==> src/rtl/sctag_cpx_pkg.sv <==
// Shared types and defaults for the SCTAG-to-CPX output queue.
package sctag_cpx_pkg;

   localparam int CPX_WIDTH_DEF = 145;
   localparam int OQ_DEPTH_DEF  = 4;

   typedef enum logic [1:0] {
      ST_IDLE = 2'd0,
      ST_REQ  = 2'd1,
      ST_WAIT = 2'd2
   } oq_state_e;

   typedef struct packed {
      logic [CPX_WIDTH_DEF-1:0] pkt;
      logic [7:0]               dest;
      logic                     atom;
   } oq_entry_t;

endpackage

==> src/rtl/sctag_cpx_oq_fifo.sv <==
// Output-queue storage: circular buffer with registered occupancy, full flag
// and a one-cycle protocol-error pulse for pushes that arrive while full.
module sctag_cpx_oq_fifo #(
   parameter int  ENTRY_W = 154,
   parameter int  DEPTH   = 4,
   localparam int AW      = $clog2(DEPTH),
   localparam int CW      = AW + 1
) (
   input  logic               rclk_i,
   input  logic               arst_i,
   input  logic               push_i,
   input  logic [ENTRY_W-1:0] wr_data_i,
   input  logic               pop_i,
   output logic [ENTRY_W-1:0] head_o,
   output logic [ENTRY_W-1:0] next_o,
   output logic [CW-1:0]      cnt_o,
   output logic               full_o,
   output logic               perr_o
);

   logic [ENTRY_W-1:0] mem [DEPTH];
   logic [AW-1:0]      wr_ptr_q, rd_ptr_q, rd_ptr_nxt;
   logic [CW-1:0]      cnt_q, cnt_d;
   logic               full_q, perr_q, accept;

   // A push is only admitted against the registered full flag, so a pop in
   // the same cycle never makes room for it.
   assign accept     = push_i & ~full_q;
   assign rd_ptr_nxt = rd_ptr_q + AW'(1);

   always_ff @(posedge rclk_i) begin
      if (accept) mem[wr_ptr_q] <= wr_data_i;
   end

   always_comb begin
      cnt_d = cnt_q;
      case ({accept, pop_i})
         2'b10:   cnt_d = cnt_q + CW'(1);
         2'b01:   cnt_d = cnt_q - CW'(1);
         default: cnt_d = cnt_q;
      endcase
   end

   always_ff @(posedge rclk_i or posedge arst_i) begin
      if (arst_i) begin
         wr_ptr_q <= '0;
         rd_ptr_q <= '0;
         cnt_q    <= '0;
         full_q   <= 1'b0;
         perr_q   <= 1'b0;
      end else begin
         if (accept) wr_ptr_q <= wr_ptr_q + AW'(1);
         if (pop_i)  rd_ptr_q <= rd_ptr_nxt;
         cnt_q  <= cnt_d;
         full_q <= (cnt_d == CW'(DEPTH));
         perr_q <= push_i & full_q;
      end
   end

   assign head_o = mem[rd_ptr_q];
   assign next_o = mem[rd_ptr_nxt];
   assign cnt_o  = cnt_q;
   assign full_o = full_q;
   assign perr_o = perr_q;

endmodule

==> src/rtl/sctag_cpx_oq.sv <==
// SCTAG-to-CPX output queue: request/wait/grant handshake toward the CPX
// repeater. Define SCTAG_CPX_OQ_ATOM_EN to enable atomic-pair handling.
module sctag_cpx_oq
   import sctag_cpx_pkg::*;
#(
   parameter int CPX_WIDTH = CPX_WIDTH_DEF,
   parameter int OQ_DEPTH  = OQ_DEPTH_DEF
) (
   input  logic                      rclk,
   input  logic                      arst,
   input  logic                      oq_push,
   input  logic [CPX_WIDTH-1:0]      oq_pkt,
   input  logic [7:0]                oq_dest,
   input  logic                      oq_atom,
   output logic                      oq_full,
   output logic [$clog2(OQ_DEPTH):0] oq_cnt,
   output logic                      oq_perr,
   output logic [7:0]                sctag_cpx_req_cq,
   output logic                      sctag_cpx_atom_cq,
   output logic [CPX_WIDTH-1:0]      sctag_cpx_data_ca,
   input  logic [7:0]                cpx_sctag_grant_cx
);

   localparam int CW      = $clog2(OQ_DEPTH) + 1;
   localparam int ENTRY_W = CPX_WIDTH + 9;

   oq_state_e            state_q;
   logic [7:0]           req_q;
   logic                 atom_q;
   logic [CPX_WIDTH-1:0] data_q;

   logic [ENTRY_W-1:0]   wr_entry, head, next_entry, nxt_sel;
   logic                 wr_atom, push_acc, grant_hit, more_pkt, multi;

`ifdef SCTAG_CPX_OQ_ATOM_EN
   assign wr_atom  = oq_atom;
   // The second half of an atomic pair may still be in flight as this
   // cycle's push; it is forwarded so the FSM can go straight to REQ.
   assign more_pkt = multi | (head[0] & push_acc);
`else
   logic unused_atom;
   assign unused_atom = oq_atom;
   assign wr_atom     = 1'b0;
   assign more_pkt    = multi;
`endif

   assign wr_entry  = {oq_pkt, oq_dest, wr_atom};
   assign push_acc  = oq_push & ~oq_full;
   assign multi     = (oq_cnt > CW'(1));
   assign nxt_sel   = multi ? next_entry : wr_entry;
   assign grant_hit = (state_q == ST_WAIT) && ((cpx_sctag_grant_cx & head[8:1]) != 8'h00);

   sctag_cpx_oq_fifo #(
      .ENTRY_W (ENTRY_W),
      .DEPTH   (OQ_DEPTH)
   ) u_fifo (
      .rclk_i    (rclk),
      .arst_i    (arst),
      .push_i    (oq_push),
      .wr_data_i (wr_entry),
      .pop_i     (grant_hit),
      .head_o    (head),
      .next_o    (next_entry),
      .cnt_o     (oq_cnt),
      .full_o    (oq_full),
      .perr_o    (oq_perr)
   );

   always_ff @(posedge rclk or posedge arst) begin
      if (arst) begin
         state_q <= ST_IDLE;
         req_q   <= '0;
         atom_q  <= 1'b0;
         data_q  <= '0;
      end else begin
         case (state_q)
            ST_IDLE: begin
               if (oq_cnt != '0) begin
                  state_q <= ST_REQ;
                  req_q   <= head[8:1];
                  atom_q  <= head[0];
               end
            end
            ST_REQ: begin
               state_q <= ST_WAIT;
               req_q   <= '0;
               atom_q  <= 1'b0;
               data_q  <= head[ENTRY_W-1:9];
            end
            ST_WAIT: begin
               if (grant_hit) begin
                  data_q <= '0;
                  if (more_pkt) begin
                     state_q <= ST_REQ;
                     req_q   <= nxt_sel[8:1];
                     atom_q  <= nxt_sel[0];
                  end else begin
                     state_q <= ST_IDLE;
                  end
               end
            end
            default: begin
               state_q <= ST_IDLE;
               req_q   <= '0;
               atom_q  <= 1'b0;
               data_q  <= '0;
            end
         endcase
      end
   end

   assign sctag_cpx_req_cq  = req_q;
   assign sctag_cpx_atom_cq = atom_q;
   assign sctag_cpx_data_ca = data_q;

endmodule

==> config.mk <==
export PLATFORM = sky130hd
export DESIGN_NAME = sctag_cpx_oq
export DESIGN_NICKNAME = d
export VERILOG_FILES = /design/src/rtl/sctag_cpx_pkg.sv /design/src/rtl/sctag_cpx_oq_fifo.sv /design/src/rtl/sctag_cpx_oq.sv
export SDC_FILE = /design/constraint.sdc
export NUM_CORES = 1
export LEC_CHECK = 0
export ABC_AREA = 1
export CORE_ASPECT_RATIO = 2
export CORE_MARGIN = 2
export CORE_UTILIZATION = 60
export CTS_CLUSTER_DIAMETER = 80
export DETAILED_ROUTE_END_ITERATION = 10
export PLACE_DENSITY_LB_ADDON = 0.12
export SLEW_MARGIN = 20
export SYNTH_ARGS = -nofsm -noshare
export SYNTH_HDL_FRONTEND = slang
export SYNTH_SLANG_ARGS = --single-unit
export TNS_END_PERCENT = 30
==> constraint.sdc <==
create_clock -name rclk -period 15.9 [get_ports rclk]
set_clock_uncertainty 0.2 [all_clocks]
set_input_delay 3.975 -clock rclk [delete_from_list [all_inputs] [get_ports rclk]]
set_output_delay 3.975 -clock rclk [all_outputs]
set_load 0.02 [all_outputs]
==> summary.md, run 1 <==
| Metric | Value |
|---|---|
| Final setup viols | `0` |
| Layout net count | `2471` |
| Crit. End Element | `register` |
| Worst R2R Path Depth | `12` |
| Max Fclk | `145 MHz` |
| Worst-path clk slew | `0.07 ns` |
| RSZ-0062 raised after global routing | `false` |
| Synth Cell Area | `roughly 28000 µm²` |
| Largest net degree at the start of global routing | `approximately 140` |
| Syn Inst Count | `1994` |
| Maxcap violations | `0` |
| Antenna violations before repair | `11` |
| Number of global-route vias before repair | `18.0k` |
| Req. time, crit path | `approximately 16 ns` |
| Max-slew headroom | `32.7%` |
| Yosys warning total | `0` |
| Syn nets | `2169` |
| Startpoint Class | `input port` |
| Row count | `112` |
| Seq/Total Area, Yosys | `79.5%` |
| Critical-path top delay cell | `nand2_4` |
| Proportion of layout cells with a drive suffix above 1 | `5.37%` |
| Total die area | `49000 µm²` |
| Starting Density | `60.6%` |
| WL final | `67200 µm` |
| Post-CTS Resized | `0` |
| Crit path kind | `input port to register` |
| Hold Path Depth | `2` |
| CTS tree | `yes` |
| Maximum clock path buffer count | `3` |
| Max Slew Vio Count | `0` |
| Clock Latency Late Sink | `0.61 ns` |
| Status | `finished clean` |
| Static Leakage | `12.5 nW` |
| CTS Sinks | `slightly below 800` |
| Fin Hold WS | `between 0.2 and 0.3 ns` |
| DRT met1 WL | `24600 µm` |
| Final global-route overflow total | `0` |
| # DRC | `0` |
| Root Driver | `clkbuf_16` |
| CP dominant cell by count | `nand2_1` |
| Mean Syn Cell Area | `14.2 µm²` |
| Synth top area share | `65.0%` |
| Filler cells | `slightly above 3k` |
| Area Growth Syn to Fin | `20.2%` |
| Routed len/inst | `between 20 and 25 µm` |
| Synth top area cells | `edfxtp_1, dfrtp_1, nand2_1` |
| Worst Path Arrival | `a little over 7 ns` |
| RePlAce Congestion | `0.819` |
| PortBufs | `around 320` |
| Critical path, cell by cell | `clkdlybuf4s50_1 > nand3_1 > nand2_1 > nor2_1 > nand3_2 > nand2_4 > buf_4 > buf_4 > nand2_1 > nand2_1` |
| Htree depth | `2` |
| Crit. path cell count | `10` |
| Detailed Route Iter0 Violations | `~1.3k` |
| DR vias | `17.3k` |
| Total CTS buffers | `61` |
| Buffer and inverter count on the worst path | `3` |
| DR vias/cell | `just under 6` |
| Final ANT Viol Nets | `0` |
| Post-CTS setup buffer count | `0` |
| HPWL after detailed placement | `37700 µm` |
| All-Layer GR Usage | `27.7%` |
| CP Max Fanout | `between 50 and 60` |
| CP peak stage delay | `between 0.6 and 0.7 ns` |
| Hold Path Class | `register to register` |
| Distinct cell type count after synthesis | `26` |
| Fin Setup TNS | `0 ns` |
| Fin crit period | `6.90 ns` |
| FF+latch count, synth | `776` |
| Synth area leader | `edfxtp_1` |
| Final hold vios | `0` |
| Die Height | `311 µm` |
| Pwr dens | `191 nW/µm²` |
| Pin slew with the least headroom to its limit | `around 1.0 ns` |
| Die Width | `157 µm` |
| Peak supply drop | `between 0.00015 and 0.0002 V` |
| Critical path's top delay family | `buffers and inverters` |
| Met3 WL | `4970 µm` |
| DR top layer | `met5` |
| First-pass GRT wire length | `102000 µm` |
| Met2 WL post-DR | `35300 µm` |
| I/O pin cnt | `between 300 and 400` |
| Hold bufs inserted after CTS | `0` |
| Period utilisation layout | `43.4%` |
| Core area | `46700 µm²` |
| Drt pass-1 iters | `5` |
## per-stage QoR
stage               setup slack (ns)  total power [mW]  cells  cell area (µm²)  utilization (%)
floorplan                       4.31              4.27   1994            28300                -
global placement                8.40              5.02   2860            32000             68.6
detailed placement              8.36              5.10   2860            32000             68.6
CTS                             9.01              6.55   2975            33900             72.7
global route                    8.79              6.83   2982            34000             72.8
finish                          9.00              6.50   2983            34000             72.8
## registers in the layout, summed over array words and instances, names as in the netlist
signal and cells:
u_fifo.cnt_o 3, u_fifo.wr_ptr_q 2, u_fifo.rd_ptr_q 2, state_q 2, u_fifo.mem 612, sctag_cpx_req_cq 8
u_fifo.perr_o 1, u_fifo.full_o 1, sctag_cpx_data_ca 145
## cell families (layout without fill, tap and decap cells)
| family | after synthesis | after routing | share of synthesized area (%) |
|---|---|---|---|
| compound gates | 317 | 317 | 7.61 |
| xor+xnor | 1 | 1 | 0.0310 |
| fa+ha+maj | 10 | 10 | 0.443 |
| buf+inv | 134 | 488 | 2.10 |
| flops | 776 | 776 | 79.5 |
| mux | 1 | 1 | 0.0354 |
| other cells | 1 | 9 | 0.0133 |
| simple gates | 754 | 754 | 10.2 |
## worst register-to-register path, stage by stage (launching register included)
cell     delay (ns)
dfrtp_1        0.97
inv_2          0.42
nand2_1        0.15
nand3_1        0.12
nand3_1        0.11
nand2_1        0.06
nor2_1         0.19
nand3_2        0.26
nand2_4        0.66
buf_4          0.66
buf_4          0.64
nand2_1        0.16
nand2_1        0.10
## final cells by class
| cell class | instances | area [µm²] | area share [%] |
|---|---|---|---|
| Clock inverter | 25 | 174 | 0.512 |
| Tap cell | 627 | 785 | 2.31 |
| Antenna cell | 8 | 20.0 | 0.0589 |
| Multi-Input combinational cell | 1084 | 5250 | 15.5 |
| Inverter | 31 | 129 | 0.379 |
| Clock buffer | 90 | 1730 | 5.09 |
| Timing Repair Buffer | 342 | 3400 | 10.0 |
| Sequential cell | 776 | 22500 | 66.2 |
## layer usage
metal  up-vias  track usage [%]
li1       7839                -
met1      8637             32.2
met2       647             48.7
met3       127             6.50
met4         6             11.6
met5         -                0
## synth_stat cells
cell,instances
edfxtp_1,612
nand2_1,406
nor2_1,306
dfrtp_1,164
o211ai_1,147
o22ai_1,145
clkbuf_1,60
nand3_1,39
buf_2,36
inv_1,28
o21ai_0,12
ha_1,10
a21oi_1,8
buf_6,5
inv_2,3
a211oi_1,2
buf_4,2
a22o_1,1
a22oi_1,1
conb_1,1
mux2i_1,1
nand2_4,1
nand3_2,1
nor3_1,1
o221ai_1,1
xor2_1,1
## worst paths after layout
| check | slack (ns) | end | startpoint |
|---|---|---|---|
| max in group asynchronous | 10.52 | sctag_cpx_req_cq[0]$_DFFE_PP0P_ | arst |
| hold reg to reg | 0.27 | sctag_cpx_data_ca[43]$_DFFE_PP0P_ | sctag_cpx_data_ca[43]$_DFFE_PP0P_ |
| setup / recovery | 9.00 | sctag_cpx_data_ca[62]$_DFFE_PP0P_ | cpx_sctag_grant_cx[2] |
| setup reg to reg | 11.16 | sctag_cpx_data_ca[62]$_DFFE_PP0P_ | u_fifo.rd_ptr_q[0]$_DFFE_PP0P_ |
| hold / removal | 0.27 | sctag_cpx_data_ca[43]$_DFFE_PP0P_ | sctag_cpx_data_ca[43]$_DFFE_PP0P_ |
| min in group asynchronous | 3.72 | sctag_cpx_data_ca[49]$_DFFE_PP0P_ | arst |
## where the power goes
| part | internal (mW) | leakage, nW | switching [mW] |
|---|---|---|---|
| registers | 2.69 | 7.70 | 0.186 |
| logic | 0.717 | 3.88 | 1.45 |
| clock network | 0.772 | 0.924 | 0.683 |
| total | 4.18 | 12.5 | 2.32 |
## placed cells by master (no fill, tap or decap), types with 2 or more instances in the layout
cell type | Yosys | routed
clkbuf_16 | 0 | 63
edfxtp_1 | 612 | 612
clkbuf_1 | 60 | 22
clkinv_1 | 0 | 3
o21ai_0 | 12 | 12
clkbuf_8 | 0 | 5
nand2_1 | 406 | 404
inv_4 | 0 | 2
clkinv_2 | 0 | 14
nand3_1 | 39 | 39
dfrtp_1 | 164 | 164
ha_1 | 10 | 10
a211oi_1 | 2 | 2
nand2_4 | 1 | 3
nor2_4 | 0 | 5
buf_12 | 0 | 2
buf_4 | 2 | 18
o211ai_1 | 147 | 147
diode_2 | 0 | 8
nor2_1 | 306 | 300
a21oi_1 | 8 | 8
clkinvlp_4 | 0 | 5
inv_1 | 28 | 26
clkdlybuf4s50_1 | 0 | 321
o22ai_1 | 145 | 145
inv_2 | 3 | 2
No activity file was read; power rests on OpenSTA's default activity.
==> run 2: changes to the inputs <==
--- a/config.mk
+++ b/config.mk
@@ -8,7 +8,7 @@
 export ABC_AREA = 1
 export CORE_ASPECT_RATIO = 2
 export CORE_MARGIN = 2
-export CORE_UTILIZATION = 60
+export CORE_UTILIZATION = 56
 export CTS_CLUSTER_DIAMETER = 80
 export DETAILED_ROUTE_END_ITERATION = 10
 export PLACE_DENSITY_LB_ADDON = 0.12
==> constraint.sdc (replaced) <==
create_clock -name rclk -period 7.2 [get_ports rclk]
set_clock_uncertainty 0.2 [all_clocks]
set_input_delay 1.8 -clock rclk [delete_from_list [all_inputs] [get_ports rclk]]
set_output_delay 1.8 -clock rclk [all_outputs]
set_load 0.02 [all_outputs]
==> summary.md, run 2 (synthesized netlist as in run 1, its figures left out) <==
| Metric | Value |
|---|---|
| Worst Path Arrival | `4.47 ns (-2.78 ns)` |
| Starting Density | `56.6% (-4.0 points)` |
| Clock share of power | `23.8% (+1.4 points)` |
| First-pass GRT wire length | `101000 µm (-0.82%)` |
| Antenna violations before repair | `14 (+3)` |
| Total CTS buffers | `67 (+9.8%)` |
| Pin slew with the least headroom to its limit | `1.07 ns (+0.0603 ns)` |
| Max-slew headroom | `28.7% (-4.0 points)` |
| Number of global-route vias before repair | `18.0k (-0.32%)` |
| Pwr dens | `427 nW/µm² (+120%)` |
| Core area | `49900 µm² (+7.0%)` |
| Row count | `116 (+3.6%)` |
| Req. time, crit path | `7.53 ns (-8.72 ns)` |
| All-Layer GR Usage | `25.7% (-1.9 points)` |
| DR vias/cell | `5.70 (-1.5%)` |
| Htree depth | `3 (+1)` |
| Max Fclk | `242 MHz` |
| Worst-path clk slew | `0.07 ns (about the same)` |
| Static Leakage | `12.6 nW (+1.0%)` |
| Switching power total | `5.13 mW (+120%)` |
| Largest register FFs | `612 (unchanged)` |
| Area Growth Syn to Fin | `21.3%` |
| CP Max Fanout | `82 (+49%)` |
| I/O pin cnt | `324 (unchanged)` |
| Period utilisation layout | `57.5%` |
| CP peak stage delay | `0.99 ns (+0.33 ns)` |
| Most frequent cells in the layout | `edfxtp_1, nand2_1, clkdlybuf4s50_1` |
| Max Slew Vio Count | `0 (unchanged)` |
| Hold Path Class | `register to register` |
| Final Power | `14.6 mW (+130%)` |
| Final global-route overflow total | `0 (unchanged)` |
| RePlAce Congestion | `0.817 (-0.24%)` |
| Post-CTS setup buffer count | `0 (unchanged)` |
| Maxcap violations | `0 (unchanged)` |
| Most common cell after layout, fill and taps aside | `edfxtp_1` |
| CTS tree | `yes` |
| Combinational power share | `32.7% (-0.6 points)` |
| Layout net count | `2476 (+0.20%)` |
| Die Width | `163 µm (+3.4%)` |
| Buffer and inverter count on the worst path | `2 (-1)` |
| Critical path's top delay family | `simple AND/OR/NAND/NOR gates` |
| # DRC | `0 (unchanged)` |
| Peak supply drop | `0.000346 V (+110%)` |
| Startpoint Class | `register` |
| PortBufs | `321 (unchanged)` |
| RSZ-0062 raised after global routing | `false` |
| Fin crit period | `4.14 ns` |
| Largest reg by FF count | `u_fifo.mem` |
| Filler cells | `3440 (+13%)` |
| Post-CTS Resized | `0 (unchanged)` |
| Final hold vios | `0 (unchanged)` |
| Routed len/inst | `22.3 µm (-0.84%)` |
| Hold bufs inserted after CTS | `0 (unchanged)` |
| Flop pwr share | `43.5% (-0.8 points)` |
| Final setup viols | `0 (unchanged)` |
| Final Core Density | `68.7% (-4.1 points)` |
| Clock Latency Late Sink | `0.59 ns (-0.02 ns)` |
| Int Pwr | `9.49 mW (+130%)` |
| DR vias | `17.2k (-0.58%)` |
| Critical-path top delay cell | `dfrtp_1` |
| Drt pass-1 iters | `7 (+2)` |
| Critical path, cell by cell | `inv_2 > nand2_1 > nand3_1 > nand3_1 > nand2_1 > nor2_1 > nand3_2 > nand2_4 > buf_12 > nand2_1 > nand2_1` |
| Fin Setup TNS | `0 ns (unchanged)` |
| Die Height | `322 µm (+3.5%)` |
| Largest net degree at the start of global routing | `120 (-12%)` |
| Crit. End Element | `register` |
| Root Driver | `clkbuf_16` |
| Total die area | `52400 µm² (+7.0%)` |
| CP dominant cell by count | `nand2_1` |
| Switching Share | `35.1% (-0.53 points)` |
| Detailed Route Iter0 Violations | `1178 (-7.3%)` |
| WL final | `67200 µm (about the same)` |
| Status | `finished clean` |
| HPWL after detailed placement | `36900 µm (-2.1%)` |
| CTS Sinks | `776 (unchanged)` |
| Crit path kind | `register to register` |
| Final ANT Viol Nets | `0 (unchanged)` |
| Proportion of layout cells with a drive suffix above 1 | `5.56% (+0.20 points)` |
| Maximum clock path buffer count | `3 (unchanged)` |
-- run 2: per-layer routing --
metal,track usage [%],wire (µm)
met1,29.5,25200
met2,46.4,35000
met3,6.16,4990
met4,9.66,1860
met5,0,104
-- run 2: power by group through the flow --
| stage | sequential (mW) | combinational [mW] | clock (mW) |
|---|---|---|---|
| 2_1_floorplan | 6.93 | 2.49 | 0 |
| 3_3_place_gp | 6.39 | 4.73 | 0 |
| 3_5_place_dp | 6.44 | 4.82 | 0 |
| 4_1_cts | 6.36 | 4.85 | 3.55 |
| 5_1_grt | 6.44 | 5.23 | 3.72 |
| 6_report | 6.36 | 4.78 | 3.48 |
-- run 2: cell type report --
| class | count | area [µm²] | area share, % |
|---|---|---|---|
| Timing Repair Buffer | 341 | 3480 | 10.1 |
| Clock inverter | 22 | 203 | 0.591 |
| Tap cell | 649 | 812 | 2.37 |
| Sequential cell | 776 | 22500 | 65.6 |
| Clock buffer | 100 | 1920 | 5.61 |
| Multi-Input combinational cell | 1084 | 5250 | 15.3 |
| Inverter | 31 | 129 | 0.376 |
| Antenna cell | 7 | 17.5 | 0.0511 |
-- run 2: path summary, 6_finish.rpt --
path,startpoint,end,slack (ns),depth (start not counted)
setup / recovery,u_fifo.rd_ptr_q[0]$_DFFE_PP0P_,sctag_cpx_data_ca[7]$_DFFE_PP0P_,3.06,11
setup reg to reg,u_fifo.rd_ptr_q[0]$_DFFE_PP0P_,sctag_cpx_data_ca[7]$_DFFE_PP0P_,3.06,11
min in group asynchronous,arst,sctag_cpx_data_ca[42]$_DFFE_PP0P_,1.49,2
hold reg to reg,sctag_cpx_data_ca[111]$_DFFE_PP0P_,sctag_cpx_data_ca[111]$_DFFE_PP0P_,0.27,2
hold / removal,sctag_cpx_data_ca[111]$_DFFE_PP0P_,sctag_cpx_data_ca[111]$_DFFE_PP0P_,0.27,2
max in group asynchronous,arst,sctag_cpx_data_ca[54]$_DFFE_PP0P_,4.17,3
-- run 2: worst min-delay path: cells and delay by family (launching register included) --
kind	cells	cell delay, ns
AND/OR/NAND/NOR	2	0.09
flip-flops	1	0.34
-- run 2: stage by stage --
stage,instance area [µm²],std cells,hold WS (ns),setup slack [ns]
floorplan,28300,1994,0.280,-2.21
global placement,32100,2881,0.254,2.47
detailed placement,32100,2881,0.257,2.46
CTS,34300,3003,0.272,3.07
global route,34300,3010,0.291,2.77
finish,34300,3010,0.268,3.06
==> run 3: changes to the inputs <==
==> constraint.sdc (replaced) <==
create_clock -name rclk -period 4.3 [get_ports rclk]
set_clock_uncertainty 0.2 [all_clocks]
set_input_delay 1.075 -clock rclk [delete_from_list [all_inputs] [get_ports rclk]]
set_output_delay 1.075 -clock rclk [all_outputs]
set_load 0.02 [all_outputs]
==> summary.md, run 3 (synthesized netlist as in run 1, its figures left out) <==
| Metric | Value |
|---|---|
| Core area | `49900 µm² (unchanged)` |
| Hold Path Class | `register to register` |
| Starting Density | `56.6% (unchanged)` |
| Post-place setup slack | `0.834 ns (-1.62 ns)` |
| Worst Path Arrival | `3.47 ns (-1.00 ns)` |
| Pwr dens | `711 nW/µm² (+67%)` |
| CP peak stage delay | `0.72 ns (-0.27 ns)` |
| Final Power | `24.4 mW (+67%)` |
| Total die area | `52400 µm² (unchanged)` |
| Crit. End Element | `register` |
| Pin slew with the least headroom to its limit | `0.922 ns (-0.148 ns)` |
| Clock Latency Late Sink | `0.62 ns (+0.03 ns)` |
| Critical hold path startpoint | `sctag_cpx_data_ca[39]$_DFFE_PP0P_` |
| First-pass GRT wire length | `102000 µm (+0.50%)` |
| CTS Sinks | `776 (unchanged)` |
| RSZ-0062 raised after global routing | `false` |
| CTS tree | `yes` |
| Final global-route overflow total | `0 (unchanged)` |
| Largest register FFs | `612 (unchanged)` |
| Register area | `22500 µm² (unchanged)` |
| Worst-path clk slew | `0.07 ns (about the same)` |
| Filler cells | `3429 (-0.32%)` |
| Switching Share | `35.1% (+0.036 points)` |
| Most common cell after layout, fill and taps aside | `edfxtp_1` |
| Peak supply drop | `0.000628 V (+82%)` |
| Post-CTS Resized | `0 (unchanged)` |
| DR vias | `17.2k (+0.34%)` |
| Maximum clock path buffer count | `3 (unchanged)` |
| Proportion of layout cells with a drive suffix above 1 | `5.64% (+0.075 points)` |
| Drt pass-1 iters | `5 (-2)` |
| Max Slew Vio Count | `0 (unchanged)` |
| Req. time, crit path | `4.64 ns (-2.89 ns)` |
| Final ANT Viol Nets | `0 (unchanged)` |
| Period utilisation layout | `72.8% (+15 points)` |
| Setup crit start | `u_fifo.rd_ptr_q[1]$_DFFE_PP0P_` |
| Final instance count without filler cells | `3017 (+0.23%)` |
| Post-CTS setup buffer count | `0 (unchanged)` |
| Fin worst setup slack | `1.17 ns (-1.89 ns)` |
| # DRC | `0 (unchanged)` |
| Critical-path top delay cell | `dfrtp_1` |
| Most frequent cells in the layout | `edfxtp_1, nand2_1, clkdlybuf4s50_1` |
| CP dominant cell by count | `nand2_1` |
| Final Core Density | `68.8% (+0.088 points)` |
| Combinational power share | `33.8% (+1.1 points)` |
| Root Driver | `clkbuf_16` |
| Status | `finished clean` |
| Max-slew headroom | `38.6% (+9.9 points)` |
| All-Layer GR Usage | `25.7% (about the same)` |
| Layout net count | `2481 (+0.20%)` |
| Largest net degree at the start of global routing | `95 (-21%)` |
| Startpoint Class | `register` |
| Largest reg by FF count | `u_fifo.mem` |
| Detailed Route Iter0 Violations | `1165 (-1.1%)` |
| Max Fclk | `319 MHz (+32%)` |
| Multi-input logic area | `5250 µm² (about the same)` |
| DR vias/cell | `5.71 (+0.11%)` |
| Reg2reg start | `u_fifo.rd_ptr_q[1]$_DFFE_PP0P_` |
| PortBufs | `321 (unchanged)` |
| Htree depth | `2 (-1)` |
| Hold bufs inserted after CTS | `0 (unchanged)` |
| Die Height | `322 µm (unchanged)` |
| Crit path kind | `register to register` |
| Antenna violations before repair | `13 (-1)` |
| Number of global-route vias before repair | `17.8k (-1.1%)` |
| Final hold vios | `0 (unchanged)` |
| Area Growth Syn to Fin | `21.5%` |
| Final setup viols | `0 (unchanged)` |
| Fin crit period | `3.13 ns (-1.01 ns)` |
| Switching power total | `8.58 mW (+67%)` |
| Critical path, cell by cell | `inv_2 > nand3_1 > nand2_1 > nand2_1 > nand2_1 > nor2_1 > nand3_2 > nand2_4 > buf_12 > nand2_1 > nand2_1` |
| I/O pin cnt | `324 (unchanged)` |
| Die Width | `163 µm (unchanged)` |
| HPWL after detailed placement | `37900 µm (+2.8%)` |
| Static Leakage | `12.6 nW (about the same)` |
| Routed len/inst | `22.2 µm (-0.47%)` |
| CP Max Fanout | `52 (-37%)` |
| Clock share of power | `22.8% (-1.0 points)` |
| Fin Setup TNS | `0 ns (unchanged)` |
| Flop pwr share | `43.4% (about the same)` |
| WL final | `67100 µm (-0.24%)` |
| Int Pwr | `15.8 mW (+67%)` |
| Total CTS buffers | `61 (-9.0%)` |
| Dpl cells | `2892 (+0.38%)` |
| Row count | `116 (unchanged)` |
| Maxcap violations | `0 (unchanged)` |
| RePlAce Congestion | `0.836 (+2.3%)` |
run 3: changes by cell type in the layout (fill, tap and decap cells not counted), sizes merged:
cell / before / now
clkinvlp: 3 / 6
bufinv: 2 / 6
buf: 20 / 31
clkbuf: 100 / 85
inv: 31 / 30
clkinv: 17 / 19
diode: 7 / 10
run 3: area by class of cell:
cell class	count	share of cell area, %
sequential	776	65.5
multi-input combinational	1084	15.3
timing repair buffer	352	10.7
clock buffer	85	4.83
tap	649	2.37
clock inverter	30	0.929
inverter	31	0.372
antenna	10	0.0729
run 3: path summary, 6_finish.rpt:
path	to	slack (ns)	depth (start not counted)
setup / recovery	sctag_cpx_data_ca[136]$_DFFE_PP0P_	1.17	11
hold / removal	sctag_cpx_data_ca[39]$_DFFE_PP0P_	0.27	2
setup reg to reg	sctag_cpx_data_ca[136]$_DFFE_PP0P_	1.17	11
hold reg to reg	sctag_cpx_data_ca[39]$_DFFE_PP0P_	0.27	2
max in group asynchronous	sctag_cpx_data_ca[140]$_DFFE_PP0P_	2.65	3
min in group asynchronous	sctag_cpx_data_ca[124]$_DFFE_PP0P_	0.53	2
run 3: stage by stage:
step,hold WS (ns),area [µm²]
finish,0.271,34300
global placement,0.254,32300
CTS,0.274,34300
floorplan,0.280,28300
detailed placement,0.257,32300
global route,0.284,34300
run 3: layer usage:
metal	share of wire, %	up-vias	global-route usage (%)
met3	7.6	124	6.19
met1	37	8600	29.2
met4	3.1	8	9.99
met5	0.082	-	0
met2	52	617	46.5
li1	-	7866	-
run 3: worst max-delay path: cells and delay by family, from the launching register on:
kind,cells,cell delay [ns]
and+or+nand+nor,9,1.41
DFF,1,0.72
buffers and inverters,2,0.60
run 3: power groups by stage:
stage	clock, mW	combinational (mW)	sequential [mW]
final	5.57	8.25	10.6
after CTS	5.67	8.35	10.6
after global routing	5.94	9.00	10.7
after floorplan	0	4.19	11.4
after global placement	0	8.15	10.6
after detailed placement	0	8.32	10.7
